### config.mk
export PLATFORM = sky130hd
export DESIGN_NAME = countdown_timer_mmss
export DESIGN_NICKNAME = d
export VERILOG_FILES = /design/src/rtl/countdown_timer_mmss.sv
export SDC_FILE = /design/constraint.sdc
export NUM_CORES = 1
export LEC_CHECK = 0
export CAP_MARGIN = 20
export CORE_MARGIN = 2
export CORE_UTILIZATION = 35
export DETAILED_ROUTE_END_ITERATION = 16
export SYNTH_ARGS = -nofsm -noshare
export SYNTH_HDL_FRONTEND = slang
export SYNTH_SLANG_ARGS = --single-unit
### constraint.sdc
create_clock -name clk -period 4.8 [get_ports clk]
set_input_delay 0.96 -clock clk [delete_from_list [all_inputs] [get_ports clk]]
set_output_delay 0.96 -clock clk [all_outputs]
set_load 0.01 [all_outputs]
### src/rtl/countdown_timer_mmss.sv
// countdown_timer_mmss
// Minutes:seconds BCD countdown timer (up to 99:59) driven by a 1 s timebase.
// A small FSM (IDLE/RUN/PAUSE/EXPIRED) handles load/start/pause/clear.
// All outputs are registered; reset is synchronous active-low.
module countdown_timer_mmss #(
  parameter bit TICK_EDGE = 1'b1
) (
  input  logic       clk,
  input  logic       rst_n,
  input  logic       tick,
  input  logic       load,
  input  logic [7:0] load_min,
  input  logic [7:0] load_sec,
  input  logic       start,
  input  logic       pause,
  input  logic       clear,
  output logic [7:0] min_bcd,
  output logic [7:0] sec_bcd,
  output logic       running,
  output logic       done,
  output logic       alarm,
  output logic       load_err
);

  localparam logic [1:0] ST_IDLE    = 2'd0;
  localparam logic [1:0] ST_RUN     = 2'd1;
  localparam logic [1:0] ST_PAUSE   = 2'd2;
  localparam logic [1:0] ST_EXPIRED = 2'd3;

  logic [1:0] state_q, state_d;
  logic [7:0] min_q, min_d;
  logic [7:0] sec_q, sec_d;
  logic       tick_q;
  logic       running_q, done_q, done_d, alarm_q, load_err_q, load_err_d;
  logic       tick_ev_s;
  logic [15:0] dec_s;

  // A preset is legal when every digit is 0-9 and seconds tens is 0-5.
  function automatic logic bcd_load_valid(input logic [7:0] m, input logic [7:0] s);
    bcd_load_valid = (m[7:4] <= 4'd9) && (m[3:0] <= 4'd9) &&
                     (s[7:4] <= 4'd5) && (s[3:0] <= 4'd9);
  endfunction

  // One-second BCD decrement of {min, sec}; the caller never passes 00:00.
  function automatic logic [15:0] bcd_mmss_dec(input logic [15:0] mmss);
    logic [7:0] m;
    logic [7:0] s;
    m = mmss[15:8];
    s = mmss[7:0];
    if (s[3:0] != 4'd0) begin
      s[3:0] = s[3:0] - 4'd1;
    end else if (s[7:4] != 4'd0) begin
      s = {s[7:4] - 4'd1, 4'd9};
    end else begin
      s = 8'h59;
      if (m[3:0] != 4'd0) begin
        m[3:0] = m[3:0] - 4'd1;
      end else begin
        m = {m[7:4] - 4'd1, 4'd9};
      end
    end
    bcd_mmss_dec = {m, s};
  endfunction

  // Tick history register used for rising-edge qualification.
  always_ff @(posedge clk) begin
    if (!rst_n) begin
      tick_q <= 1'b0;
    end else begin
      tick_q <= tick;
    end
  end

  // Tick event: rising edge of a square wave, or the raw one-clk enable.
  always_comb begin
    if (TICK_EDGE) begin
      tick_ev_s = tick & ~tick_q;
    end else begin
      tick_ev_s = tick;
    end
  end

  // Next-state logic: clear > load > start/pause > tick; a tick coinciding
  // with any accepted action or state change is dropped.
  always_comb begin
    state_d    = state_q;
    min_d      = min_q;
    sec_d      = sec_q;
    done_d     = 1'b0;
    load_err_d = 1'b0;
    dec_s      = bcd_mmss_dec({min_q, sec_q});
    if (clear) begin
      state_d = ST_IDLE;
      min_d   = 8'h00;
      sec_d   = 8'h00;
    end else if (load && (state_q != ST_RUN)) begin
      if (bcd_load_valid(load_min, load_sec)) begin
        state_d = ST_IDLE;
        min_d   = load_min;
        sec_d   = load_sec;
      end else begin
        load_err_d = 1'b1;
      end
    end else begin
      case (state_q)
        ST_RUN: begin
          if (pause) begin
            state_d = ST_PAUSE;
          end else if (tick_ev_s) begin
            min_d = dec_s[15:8];
            sec_d = dec_s[7:0];
            if (dec_s == 16'h0000) begin
              state_d = ST_EXPIRED;
              done_d  = 1'b1;
            end else begin
              state_d = ST_RUN;
            end
          end else begin
            state_d = ST_RUN;
          end
        end
        ST_IDLE, ST_PAUSE: begin
          if (start && ({min_q, sec_q} != 16'h0000)) begin
            state_d = ST_RUN;
          end else begin
            state_d = state_q;
          end
        end
        ST_EXPIRED: begin
          state_d = ST_EXPIRED;
        end
        default: begin
          state_d = ST_IDLE;
        end
      endcase
    end
  end

  // State, count and registered status outputs.
  always_ff @(posedge clk) begin
    if (!rst_n) begin
      state_q    <= ST_IDLE;
      min_q      <= 8'h00;
      sec_q      <= 8'h00;
      running_q  <= 1'b0;
      done_q     <= 1'b0;
      alarm_q    <= 1'b0;
      load_err_q <= 1'b0;
    end else begin
      state_q    <= state_d;
      min_q      <= min_d;
      sec_q      <= sec_d;
      running_q  <= (state_d == ST_RUN);
      done_q     <= done_d;
      alarm_q    <= (state_d == ST_EXPIRED);
      load_err_q <= load_err_d;
    end
  end

  assign min_bcd  = min_q;
  assign sec_bcd  = sec_q;
  assign running  = running_q;
  assign done     = done_q;
  assign alarm    = alarm_q;
  assign load_err = load_err_q;

endmodule

==> flow_metrics.py <==
metrics = {
    "timing": {
        "setup_viol": 0,
        "period_needed_ns": 3.15,
        "setup_tns_ns": 0,
        "rsz0062_at_grt": "false",
        "fin_skew_ns": 0.00121,
        "slew_violations": 0,
        "fin_crit_sh": 0.655,
        "hold_violations": 0,
        "slew_headroom": 0.479,
        "worst-slew-pin-transition_ns": 0.782,
        "setup_ws_ns": 1.65,
        "clock.fmax_mhz": 318,
    },
    "power_and_ir_drop": {
        "p_switching_mw": 0.105,
        "seqPwrFrac": 0.498,
        "clkPwrFrac": 0.319,
        "ir_drop_mv": 0.118,
        "cellPowerDensity_mw_per_mm2": 201,
        "combPwrFrac": 0.183,
        "p_leak_nw": 0.672,
        "internal_power_mw": 0.287,
        "sw_frac_of_total": 0.269,
    },
    "setup_path": {
        "slowest_stage": "and2_1",
        "slowest_delay_ns": 0.66,
        "start_kind": "input pin",
        "path_max_fanout": 22,
        "crit_chain": "clkdlybuf4s50_1 -> and2_1 -> a32o_1 -> o21ai_0 -> a221oi_1",
        "critPathCaptureType": "register",
        "crit_type": "in2reg",
        "r2r_slack_ns": 2.27,
        "arrival_ns": 3.31,
        "worst_ep_required_time_ns": 4.96,
    },
    "logic_synthesis": {
        "synth_cell_type_count": 51,
        "syn_inst": 185,
        "yosys_warnings": 0,
        "ys_seq_area_frac": 0.315,
        "synth_fp_nets": 210,
        "synth-edff-count": 0,
        "synthArstFlopShare": 0,
        "synthFlopType": "dfxtp_1",
        "synth-seq-cells": 23,
        "postSynthAreaPerCell_um2": 7.91,
        "syn_area_mm2": 0.00146,
    },
    "finish": {
        "drive_gt1_frac": 0.0856,
        "syn_to_final_growth_pct": 33.2,
        "fin_nets": 248,
        "diodes": 0,
        "finalNonFillerCells": 272,
    },
    "grt": {
        "grt_use_total": 0.182,
        "grt_max_degree": 23,
        "grt_overflow": 0,
        "antenna_found_initial": 0,
        "grt_pass1_wl_um": 6470,
        "grt_pass1_vias": 1410,
    },
    "placed_design": {
        "routabilityCongestion": 0.860,
        "io_buffers": 42,
        "dp_cells": 268,
        "detailed_place_hpwl_um": 2940,
        "pre_cts_slack_ns": 1.44,
    },
    "routing": {
        "drc_errors": 0,
        "via_per_inst": 5.66,
        "dr.pass1.iters": 4,
        "final_antenna_net_count": 0,
        "routed_wl_um": 3990,
        "drt-initial-drc-count": 57,
        "via_count": 1539,
        "post_drt_wl_per_cell_um": 14.7,
    },
    "flow_run": {
        "maxCapViolCount": 0,
    },
    "min_path": {
        "hp-class": "reg2reg",
    },
    "clock_tree": {
        "clkSlewWorstSetupHoldPaths_ns": 0.09,
        "cts_buffers": 3,
        "cts_tree": "built",
        "cts_root_buf": "clkbuf_8",
        "post-cts-setup-buffer-count": 0,
        "clk_latency_ns": 0.26,
        "hold_buffers": 0,
        "cts_sinks": 23,
        "cts_resized": 0,
        "clock_path_buffers": 2,
        "htreeDepth": 1,
    },
    "status": {
        "status": "complete, no violations",
    },
    "floorplanning": {
        "initial_core_util": 0.366,
        "rows": 23,
        "dieHeight_um": 68.7,
        "die_w_um": 68.7,
        "fp.dieArea_mm2": 0.00472,
        "core_mm2": 0.00400,
        "io_pins": 43,
    },
}
==> stage by stage <==
step,util,hold slack (ns),area (um2),power (mW)
floorplan,-,0.521,1460,0.240
global placement,0.476,0.504,1900,0.271
finish,0.487,0.523,1950,0.393
global route,0.487,0.552,1950,0.409
CTS,0.487,0.524,1950,0.397
detailed placement,0.476,0.509,1900,0.271
==> critical path, delay by kind of cell <==
kind	cells	cell delay, ns
simple gates	1	0.66
compound gates	3	1.16
buf+inv	1	0.52
==> kinds of logic (layout without fill, tap and decap cells) <==
logic type	after synthesis	in the layout	synth area share
AOI/OAI and AO/OA	68	68	0.293
adders and majority gates	2	2	0.0171
buffers and inverters	15	52	0.0470
DFF	23	23	0.315
muxes	4	4	0.0291
and+or+nand+nor	73	73	0.299
==> final timing paths <==
| path | cells past startpoint | endpoint | startpoint |
|---|---|---|---|
| max reg2reg | 5 | min_bcd[5] | state_q[1] |
| min | 1 | sec_bcd[7] | sec_bcd[7] |
| min reg2reg | 1 | sec_bcd[7] | sec_bcd[7] |
| max | 5 | min_bcd[5] | load |
==> layout make-up <==
class                      instances  area [um2]
multi-input combinational        147         935
clock buffer                       4        45.0
timing repair buffer              43         428
tap                               50        62.6
inverter                           5        18.8
fill                             391        2050
sequential                        23         460
==> cell usage in the layout, fill, tap and decap left out, drive strengths merged, types with 4 or more instances in the layout <==
cell	instances
clkdlybuf4s50	42
dfxtp	23
a21oi	22
o21ai	19
nand2	17
nor2	17
nor3	8
a21o	6
inv	5
and2	4
nand3	4
clkbuf	4
or4	4
nor4	4
==> state kept, by name, indices dropped and copies added, names as in the netlist <==
name / count
sec_bcd: 8
running: 1
alarm: 1
load_err: 1
min_bcd: 8
state_q: 2
tick_q: 1
done: 1
==> Yosys cell counts (2+ instances only) <==
library cell | instances | share of area
a211oi_1 | 3 | 0.015
a21o_1 | 6 | 0.031
a21oi_1 | 22 | 0.075
a221oi_1 | 2 | 0.012
and2_1 | 4 | 0.017
clkbuf_1 | 6 | 0.015
dfxtp_1 | 23 | 0.31
ha_1 | 2 | 0.017
inv_1 | 5 | 0.013
mux2_2 | 2 | 0.015
mux2i_1 | 2 | 0.014
nand2_1 | 17 | 0.044
nand2b_1 | 2 | 0.0085
nand3_1 | 4 | 0.014
nand4b_1 | 2 | 0.012
nor2_1 | 17 | 0.044
nor3_1 | 5 | 0.017
nor3_2 | 2 | 0.014
nor4_1 | 2 | 0.0085
nor4_4 | 2 | 0.029
o211ai_1 | 2 | 0.010
o21a_1 | 3 | 0.015
o21ai_0 | 19 | 0.065
or2_2 | 2 | 0.0085
or4_1 | 2 | 0.010
or4_4 | 2 | 0.015
==> per-layer routing <==
layer / up-vias / share of wire / routed length [um] / global-route usage
met1: 722 / 0.46 / 1840 / 0.250
met5: - / 0 / 0 / 0
li1: 769 / - / - / -
met3: 4 / 0.053 / 210 / 0.0227
met4: 0 / 0.011 / 44 / 0.0625
met2: 44 / 0.48 / 1900 / 0.292
==> power by group through the flow <==
stage / Combinational [mW] / Clock (mW) / Sequential (mW)
finish: 0.0719 / 0.125 / 0.196
global route: 0.0788 / 0.134 / 0.196
CTS: 0.0717 / 0.130 / 0.196
detailed placement: 0.0713 / 0 / 0.200
global placement: 0.0708 / 0 / 0.200
floorplan: 0.0400 / 0 / 0.200
No activity file was read; power rests on OpenSTA's default activity.
